File: src/rtl/axi_hs_pkg.sv
// Shared types and default parameters for the stream_master burst source
// and its stall-timeout counter.
package axi_hs_pkg;

    localparam int DEF_DATA_W    = 32;
    localparam int DEF_LEN_W     = 8;
    localparam int DEF_TIMEOUT   = 16;
    localparam int TIMEOUT_CNT_W = 16;  // holds any TIMEOUT in 1..65535

    typedef enum logic [1:0] {
        ST_IDLE   = 2'd0,
        ST_SEND   = 2'd1,
        ST_FINISH = 2'd2
    } state_e;

endpackage

File: src/rtl/hs_timeout_cnt.sv
// Consecutive-stall counter: counts inc cycles, clears on clr, and flags the
// stalled cycle that brings the count up to TIMEOUT.
module hs_timeout_cnt
    import axi_hs_pkg::*;
#(
    parameter int TIMEOUT = DEF_TIMEOUT
) (
    input  logic clk,
    input  logic rst,
    input  logic clr,
    input  logic inc,
    output logic expired
);

    localparam logic [TIMEOUT_CNT_W-1:0] LAST_CNT = TIMEOUT_CNT_W'(TIMEOUT - 1);

    logic [TIMEOUT_CNT_W-1:0] cnt_q;
    logic [TIMEOUT_CNT_W-1:0] cnt_d;

    always_comb begin
        cnt_d = cnt_q;
        if (clr) begin
            cnt_d = '0;
        end else if (inc) begin
            cnt_d = cnt_q + TIMEOUT_CNT_W'(1);
        end
    end

    // Fires on the stalled cycle that completes TIMEOUT stalls, so the owner
    // can leave SEND on that same edge.
    assign expired = inc && !clr && (cnt_q == LAST_CNT);

    always_ff @(posedge clk) begin
        if (rst) begin
            cnt_q <= '0;
        end else begin
            cnt_q <= cnt_d;
        end
    end

endmodule

File: src/rtl/stream_master.sv
// Burst source: on start emits len incrementing words from seed over a
// valid/ready handshake, pulsing done on completion or err on stall timeout.
module stream_master
    import axi_hs_pkg::*;
#(
    parameter int DATA_W  = DEF_DATA_W,
    parameter int LEN_W   = DEF_LEN_W,
    parameter int TIMEOUT = DEF_TIMEOUT
) (
    input  logic              clk,
    input  logic              rst,
    input  logic              start,
    input  logic [LEN_W-1:0]  len,
    input  logic [DATA_W-1:0] seed,
    input  logic              ready,
    output logic              valid,
    output logic [DATA_W-1:0] data,
    output logic              busy,
    output logic              done,
    output logic              err
);

    state_e            state_q, state_d;
    logic [DATA_W-1:0] data_q, data_d;
    logic [LEN_W-1:0]  remaining_q, remaining_d;
    logic              valid_q, valid_d;
    logic              err_q, err_d;

    logic transfer;
    logic stall_clr;
    logic stall_inc;
    logic stall_expired;

    assign transfer  = valid_q && ready;
    assign stall_inc = (state_q == ST_SEND) && !ready;
    assign stall_clr = (state_q != ST_SEND) || transfer;

    hs_timeout_cnt #(
        .TIMEOUT (TIMEOUT)
    ) u_timeout (
        .clk     (clk),
        .rst     (rst),
        .clr     (stall_clr),
        .inc     (stall_inc),
        .expired (stall_expired)
    );

    always_comb begin
        // NOTE: every signal written here gets a default first; a path that
        // leaves one unassigned would infer a latch.
        state_d     = state_q;
        data_d      = data_q;
        remaining_d = remaining_q;
        valid_d     = valid_q;
        err_d       = 1'b0;

        unique case (state_q)
            ST_IDLE: begin
                // The IDLE cycle carrying the err pulse still refuses a start.
                if (start && !err_q) begin
                    if (len != '0) begin
                        state_d     = ST_SEND;
                        data_d      = seed;
                        remaining_d = len;
                        valid_d     = 1'b1;
                    end else begin
                        state_d = ST_FINISH;
                    end
                end
            end
            ST_SEND: begin
                if (transfer) begin
                    if (remaining_q == LEN_W'(1)) begin
                        state_d = ST_FINISH;
                        valid_d = 1'b0;
                    end else begin
                        data_d      = data_q + DATA_W'(1);
                        remaining_d = remaining_q - LEN_W'(1);
                    end
                end else if (stall_expired) begin
                    state_d = ST_IDLE;
                    valid_d = 1'b0;
                    err_d   = 1'b1;
                end
            end
            ST_FINISH: begin
                state_d = ST_IDLE;
            end
            default: begin
                state_d = ST_IDLE;
                valid_d = 1'b0;
            end
        endcase
    end

    always_ff @(posedge clk) begin
        // NOTE: state updates use non-blocking assignments so every flop
        // samples pre-edge values regardless of statement order.
        if (rst) begin
            state_q     <= ST_IDLE;
            data_q      <= '0;
            remaining_q <= '0;
            valid_q     <= 1'b0;
            err_q       <= 1'b0;
        end else begin
            state_q     <= state_d;
            data_q      <= data_d;
            remaining_q <= remaining_d;
            valid_q     <= valid_d;
            err_q       <= err_d;
        end
    end

    // All outputs come straight from flops: no combinational ready-to-valid path.
    assign valid = valid_q;
    assign data  = data_q;
    assign busy  = (state_q != ST_IDLE);
    assign done  = (state_q == ST_FINISH);
    assign err   = err_q;

endmodule

File: config.mk
export PLATFORM = sky130hd
export DESIGN_NAME = stream_master
export DESIGN_NICKNAME = d
export VERILOG_FILES = /design/src/rtl/axi_hs_pkg.sv /design/src/rtl/hs_timeout_cnt.sv /design/src/rtl/stream_master.sv
export SDC_FILE = /design/constraint.sdc
export NUM_CORES = 1
export LEC_CHECK = 0
export BUFFER_PORTS_ARGS = -buffer_cell sky130_fd_sc_hd__buf_2
export CAP_MARGIN = 40
export CORE_ASPECT_RATIO = 1.4
export CORE_UTILIZATION = 49
export DETAILED_ROUTE_END_ITERATION = 6
export GPL_TIMING_DRIVEN = 0
export MAX_ROUTING_LAYER = met4
export PLACE_DENSITY = 0.79
export SYNTH_ARGS = -nofsm -noshare
export SYNTH_HDL_FRONTEND = slang
export SYNTH_SLANG_ARGS = --single-unit
File: constraint.sdc
create_clock -name clk -period 2.1 [get_ports clk]
set_input_delay 0.42 -clock clk [delete_from_list [all_inputs] [get_ports clk]]
set_output_delay 0.42 -clock clk [all_outputs]
set_load 0.01 [all_outputs]
==> summary.md, run 1 <==
| Metric | Value |
|---|---|
| Fraction of layout instances using a drive strength above 1 | `between 20% and 30%` |
| Setup violations, final | `3` |
| Gate count of the mapped netlist | `469` |
| Number of synthesized flops with an enable pin | `0` |
| Path category of the worst min-delay check | `in -> reg` |
| Syn avg cell area | `7.57 um2` |
| Initial DRT Pass Iterations | `6` |
| Violated checks | `setup timing` |
| Die width | `73.9 um` |
| CTS clock-pin slew for the worst setup and hold paths | `around 70 ps` |
| Final critical delay including setup and external delays | `2160 ps` |
| Pin count of the biggest net entering global routing | `12` |
| Data arrival at the endpoint of the critical path | `approximately 2400 ps` |
| Count of port buffers added during placement | `79` |
| Fraction of the yosys area taken by sequential cells | `about a third` |
| Core region area | `6980 um2` |
| Outcome | `finished with violations` |
| Worst Setup End Kind | `register` |
| Largest clock skew in the final design | `~9.4 ps` |
| Signed area change from the synthesized netlist to the final layout | `25.2%` |
| Vias per cell | `6.18` |
| Initial Util | `about half` |
| Hold violation total from the final report | `0` |
| Number of buffers inserted by hold repair at cts | `0` |
| Maximum vdd ir drop | `0.434 mV` |
| Final period utilization | `103%` |
| Startpoint types | `register` |
| Clock Sink Count | `60` |
| Via count of the first global-routing pass | `3812` |
| Top fanout value on the critical path | `10` |
| Root Buffer | `sky130_fd_sc_hd__clkbuf_8` |
| Weighted congestion at the end of routability-driven global placement | `0.956` |
| Total Die Area | `around 7600 um2` |
| Vias after detailed routing | `approximately 4100` |
| Leakage power total | `1.77 nW` |
| Drt drc | `0` |
| Insertion delay to the later sink of the worst-skew pair | `350 ps` |
| Chip height | `just over 100 um` |
| Overall track demand over capacity in global routing | `31.6%` |
| Max-Cap Viols | `0` |
| CTS tree | `done` |
| Count of state elements after synthesis | `60` |
| Distinct cell type count after synthesis | `57` |
| DRT Wirelength | `11600 um` |
| Fraction of registers with async set or reset after synthesis | `0%` |
| Antenna Nets Post-Route | `0` |
| Maximum clock insertion buffer count | `2` |
| Cell with the most instances after synthesis | `sky130_fd_sc_hd__dfxtp_1` |
| Critical path data required time | `2310 ps` |
| Wire length of the first global-routing pass | `17900 um` |
| Headroom to the max-slew limit | `42.1%` |
| Area share of the largest cell type after synthesis | `between 30 and 40%` |
| Antenna violations before repair | `0` |
| Std-Cell Rows | `36` |
| Netlist area before placement | `3550 um2` |
| Ratio of total power to cell area | `708 nW/um2` |
| Fin nets | `617` |
| Routed wirelength normalized by instance count | `between 15 and 20 um` |
| Total number of yosys warnings | `0` |
| Largest area contributor in the netlist | `sky130_fd_sc_hd__dfxtp_1` |
| Crit Path Class | `reg -> reg` |
| TNS Setup | `-77.0 ps` |
| I/O Pins | `80` |
| Post-place setup slack | `-461 ps` |
| Total gr overflow | `0` |
| Cell types with the largest area share after synthesis | `sky130_fd_sc_hd__dfxtp_1, sky130_fd_sc_hd__a21oi_1, sky130_fd_sc_hd__nand2_1` |
| Inserted Clock Buffers | `9` |
| Filler cell count in the final layout | `about 640` |
| Pin slew with the least headroom to its limit | `860 ps` |
| Max-slew violations | `0` |
| Most common library cells after synthesis | `sky130_fd_sc_hd__dfxtp_1, sky130_fd_sc_hd__nand2_1, sky130_fd_sc_hd__nor2_1` |
| Unrepaired setup endpoints after global routing | `yes` |
| Least setup slack across all paths after layout | `-57.9 ps` |
| Number of inserted diodes | `0` |
| Maximum frequency from static timing analysis | `around 0.46 GHz` |
| Half-perimeter wire length after placement | `8050 um` |
| Count of H-tree levels built during CTS | `3` |
| Net count after synthesis | `517` |
| Top_reg_cell synth | `sky130_fd_sc_hd__dfxtp_1` |
| Starting DRT DRC Count | `approximately 500` |
## cells by family after synthesis
kind of cell               synth area share, %
adders and majority gates                 1.41
AOI/OAI and AO/OA                         27.6
and+or+nand+nor                           28.0
buffers and inverters                     5.57
xor gates and xnor gates                  2.96
muxes                                    0.634
DFF                                       33.8
## flip-flops by register name, indices dropped and copies added (netlist names)
| name | count |
|---|---|
| err | 1 |
| data | 32 |
| u_timeout.cnt_q | 16 |
| state_q | 2 |
| remaining_q | 8 |
| valid | 1 |
## critical path: stages, from the launching register on
cell	delay (ps)
sky130_fd_sc_hd__dfxtp_1	440
sky130_fd_sc_hd__nand2b_1	130
sky130_fd_sc_hd__buf_2	230
sky130_fd_sc_hd__buf_1	470
sky130_fd_sc_hd__clkbuf_2	380
sky130_fd_sc_hd__nor2_1	100
sky130_fd_sc_hd__o21ai_0	200
sky130_fd_sc_hd__a21oi_1	90
## power by group
group | internal, W | total (W) | switching, W
clock network | 0.000698 | 0.00119 | 0.000497
logic | 0.000255 | 0.000653 | 0.000398
registers | 0.00121 | 0.00130 | 0.0000900
## through the flow
| stage | area, um2 | util [%] | total power, W | std cells | hold slack [ps] |
|---|---|---|---|---|---|
| floorplan | 3550 | - | 0.00170 | 469 | 467 |
| global placement | 4070 | 58.2 | 0.00192 | 643 | 480 |
| detailed placement | 4070 | 58.2 | 0.00193 | 643 | 483 |
| CTS | 4350 | 62.3 | 0.00311 | 660 | 362 |
| global route | 4450 | 63.7 | 0.00326 | 669 | 382 |
| finish | 4450 | 63.7 | 0.00315 | 669 | 359 |
## path summary, 6_finish.rpt
kind                       start              to  slack, ps  cells after the start
setup / recovery      state_q[1]        data[16]        -60                      7
hold / removal          seed[25]        data[25]        360                      3
setup reg to reg      state_q[1]        data[16]        -60                      7
hold reg to reg   remaining_q[6]  remaining_q[6]        510                      2
## layout by cell type, fill, tap and decap left out, types with 5 or more instances in the layout
cell type | netlist | final
sky130_fd_sc_hd__dfxtp_1 | 60 | 60
sky130_fd_sc_hd__inv_1 | 11 | 11
sky130_fd_sc_hd__o21ai_0 | 39 | 39
sky130_fd_sc_hd__a32o_1 | 5 | 5
sky130_fd_sc_hd__buf_4 | 0 | 11
sky130_fd_sc_hd__clkbuf_1 | 14 | 8
sky130_fd_sc_hd__nor3_1 | 7 | 5
sky130_fd_sc_hd__nand2_1 | 53 | 53
sky130_fd_sc_hd__and2_1 | 5 | 5
sky130_fd_sc_hd__a21o_1 | 7 | 7
sky130_fd_sc_hd__nand4_1 | 22 | 22
sky130_fd_sc_hd__a21oi_1 | 45 | 45
sky130_fd_sc_hd__xnor2_1 | 6 | 6
sky130_fd_sc_hd__nor4_1 | 6 | 5
sky130_fd_sc_hd__buf_2 | 8 | 87
sky130_fd_sc_hd__nand3_1 | 24 | 24
sky130_fd_sc_hd__clkbuf_8 | 0 | 10
sky130_fd_sc_hd__a31oi_1 | 12 | 12
sky130_fd_sc_hd__clkbuf_2 | 0 | 6
sky130_fd_sc_hd__xor2_1 | 6 | 6
sky130_fd_sc_hd__a211oi_2 | 4 | 5
sky130_fd_sc_hd__nor2_1 | 51 | 50
## layer usage
metal  track usage (%)  up-vias  wire length, um
met5                 -        -                0
met4              14.9        0              437
met3              3.52       59              910
met2              54.2      244             5670
met1              36.1     1897             4540
li1                  -     1937                -
## final cells by class
type	count	area (um2)	area share [%]
clock inverter	6	87.6	1.97
tap	95	119	2.67
buffer	31	171	3.86
multi-input combinational	367	2220	49.9
inverter	11	41.3	0.929
timing repair buffer	89	470	10.6
clock buffer	10	138	3.10
sequential	60	1200	27.0
## what timing repair did
item,in CTS,in global routing
gates cloned,0,0
setup buffers,1,9
resized for setup,14,12
endpoints found under the setup margin,41,49
pin swaps,1,5
Power figures use the tool's default switching activity.
==> inputs of run 2 (changes only) <==
ABC_AREA = 1   (was not set)
CORE_UTILIZATION = 50   (was 49)
PLACE_DENSITY = 0.76   (was 0.79)
TNS_END_PERCENT = 30   (was not set)
clock period = 2.2 ns   (was 2.1 ns; I/O delays follow)
==> summary.md, run 2 <==
| Metric | Value |
|---|---|
| Outcome | `completed` |
| Filler cell count in the final layout | `809` |
| Total number of yosys warnings | `0` |
| Count of state elements after synthesis | `60` |
| Number of non-filler instances in the completed layout | `892` |
| Maximum frequency from static timing analysis | `0.514 GHz` |
| Data arrival at the endpoint of the critical path | `2240 ps` |
| Gate count of the mapped netlist | `between 600 and 700` |
| Largest area contributor in the netlist | `sky130_fd_sc_hd__dfxtp_1` |
| Hold violation total from the final report | `0` |
| Pin count of the biggest net entering global routing | `11` |
| Final period utilization | `around 90%` |
| Area share of the largest cell type after synthesis | `29.5%` |
| Number of cell instances on the worst register-to-register path | `9` |
| Largest stage delay on the critical path | `400 ps` |
| Total gr overflow | `0` |
| Sequential group share of total power | `38.0%` |
| Count of H-tree levels built during CTS | `3` |
| Largest clock skew in the final design | `9.91 ps` |
| Final critical delay including setup and external delays | `1940 ps` |
| Post-Place Cells | `877` |
| Leakage power total | `2.01 nW` |
| Max-Cap Viols | `0` |
| Buffers inserted by post-CTS timing repair | `0` |
| Cell family contributing the most delay on the critical path | `simple AND/OR/NAND/NOR gates` |
| Drt drc | `0` |
| Die width | `slightly below 80 um` |
| Ratio of total power to cell area | `826 nW/um2` |
| Fraction of layout instances using a drive strength above 1 | `between 10% and 20%` |
| Internal Dissipation | `~0.0023 W` |
| Vias after detailed routing | `4752` |
| Chip height | `between 100 and 150 um` |
| Max-slew violations | `0` |
| Starting DRT DRC Count | `288` |
| Overall track demand over capacity in global routing | `32.1%` |
| Cell with the most instances after synthesis | `sky130_fd_sc_hd__nand2_1` |
| CTS clock-pin slew for the worst setup and hold paths | `70 ps` |
| Fin nets | `~840` |
| Maximum clock insertion buffer count | `2` |
| Most used cell, CP | `sky130_fd_sc_hd__nand2_1` |
| Commonest cells after routing, fill and taps aside | `sky130_fd_sc_hd__nand2_1, sky130_fd_sc_hd__nor2_1, sky130_fd_sc_hd__buf_2, sky130_fd_sc_hd__a21oi_1, sky130_fd_sc_hd__dfxtp_1` |
| Final Power | `0.00393 W` |
| Pin slew with the least headroom to its limit | `587 ps` |
| Insertion delay to the later sink of the worst-skew pair | `approximately 360 ps` |
| Net count after synthesis | `between 700 and 800` |
| Fraction of registers with async set or reset after synthesis | `0%` |
| Top_reg_cell synth | `sky130_fd_sc_hd__dfxtp_1` |
| CTS tree | `done` |
| Worst hold path cell count | `3` |
| Max stage delay cell, worst path | `sky130_fd_sc_hd__dfxtp_1` |
| Final cell area excluding filler cells | `4760 um2` |
| Routed wirelength normalized by instance count | `14.3 um` |
| Hold_sp | `rst` |
| I/O Pins | `80` |
| Power spent charging and discharging nets | `between 0.0015 and 0.002 W` |
| Startpoint types | `register` |
| TNS Setup | `0 ps` |
| Path category of the worst min-delay check | `in -> reg` |
| Root Buffer | `sky130_fd_sc_hd__clkbuf_8` |
| Via count of the first global-routing pass | `4369` |
| Cell types with the largest area share after synthesis | `sky130_fd_sc_hd__dfxtp_1, sky130_fd_sc_hd__nand2_1, sky130_fd_sc_hd__nor2_1` |
| Wire length of the first global-routing pass | `20400 um` |
| Path length in cells of the critical path | `9` |
| Register-to-register setup slack | `260 ps` |
| Number of synthesized flops with an enable pin | `0` |
| Clock Sink Count | `60` |
| Clk pwr share | `a little under a quarter` |
| Most common cell after layout, fill and taps aside | `sky130_fd_sc_hd__nand2_1` |
| Number of inserted diodes | `0` |
| Share of the core filled with cells | `61.1%` |
| Inserted Clock Buffers | `9` |
| Post_cts resized | `0` |
| Crit path buf inv count | `0` |
| Endpoint of the worst hold-timing path | `remaining_q[3]` |
| Worst Setup End Kind | `register` |
| Core region area | `7800 um2` |
| Vias per cell | `5.33` |
| Half-perimeter wire length after placement | `9750 um` |
| Syn avg cell area | `around 5.8 um2` |
| Top fanout value on the critical path | `6` |
| Critical path data required time | `around 2500 ps` |
| Antenna violations before repair | `0` |
| Crit Path Class | `reg -> reg` |
| Instance area after placement | `4590 um2` |
| Count of port buffers added during placement | `79` |
| Antenna Nets Post-Route | `0` |
| Part of the total power dissipated in combinational logic | `38.4%` |
| Switching part of the total power | `a little over two fifths` |
| Std-Cell Rows | `38` |
| Cell breakdown of the critical path | `ha_1, nand2_1, nor2_2, nand2_2, nor2_4, nand2_1, o21ai_0, nand2_1, a21oi_1` |
| Reg-to-Reg End | `data[10]` |
| Netlist area before placement | `4070 um2` |
| Maximum vdd ir drop | `0.488 mV` |
| Weighted congestion at the end of routability-driven global placement | `0.991` |
| Headroom to the max-slew limit | `60.9%` |
| DRT Wirelength | `12800 um` |
| Fraction of the yosys area taken by sequential cells | `29.5%` |
| Signed area change from the synthesized netlist to the final layout | `16.9%` |
| Unrepaired setup endpoints after global routing | `no` |
| Distinct cell type count after synthesis | `35` |
| Total Die Area | `roughly 8500 um2` |
| Most common library cells after synthesis | `sky130_fd_sc_hd__nand2_1, sky130_fd_sc_hd__nor2_1, sky130_fd_sc_hd__a21oi_1` |
| Number of flip-flops under the largest register name | `32` |
| Number of buffers inserted by hold repair at cts | `0` |
| Initial DRT Pass Iterations | `5` |
| Initial Util | `52.2%` |
| R2R Path Start | `data[0]` |
| Setup violations, final | `0` |
[run 2: cell type report]
cell class,count,area (um2),share of cell area [%]
Buffer,23,144,3.02
Sequential cell,60,1200,25.2
Clock inverter,2,10.0,0.210
Multi-Input combinational cell,558,2510,52.8
Tap cell,100,125,2.63
Inverter,57,214,4.49
Timing Repair Buffer,79,395,8.30
Clock buffer,13,159,3.34
[run 2: worst max-delay path by stage]
stage,from,endpoint
after floorplan,data[1],data[12]
after global placement,len[3],data[15]
after detailed placement,data[1],data[10]
after CTS,data[1],data[10]
after global routing,data[1],data[10]
final,data[0],data[10]
[run 2: worst min-delay path, delay by kind of cell]
family / cells / cell delay [ps]
AOI/OAI and AO/OA: 2 / 140
buffers and inverters: 1 / 130
[run 2: cell families after synthesis]
group,count (synthesis),share of synthesized area [%]
adders and majority gates,4,1.23
AOI/OAI and AO/OA,105,13.3
DFF,60,29.5
xor gates and xnor gates,2,0.430
and+or+nand+nor,447,46.8
buffers and inverters,80,8.79
[run 2: stage by stage]
step                worst slack (ps)  hold slack [ps]
floorplan                        652              437
global placement                 338              452
detailed placement               310              471
CTS                              296              389
global route                     137              402
finish                           255              393
[run 2: routing by layer]
layer	part of all wire, %	GRT usage [%]	vias to the layer above
li1	-	-	2392
met2	51	57.3	171
met5	0	-	-
met3	5.2	4.94	47
met4	4.7	19.3	0
met1	39	33.0	2142
[run 2: power groups by stage]
stage,clock [W],sequential (W),combinational [W]
after global routing,0.000983,0.00152,0.00168
after global placement,0,0.00150,0.00145
after CTS,0.000930,0.00149,0.00149
final,0.000929,0.00150,0.00151
after detailed placement,0,0.00151,0.00149
after floorplan,0,0.00152,0.000970
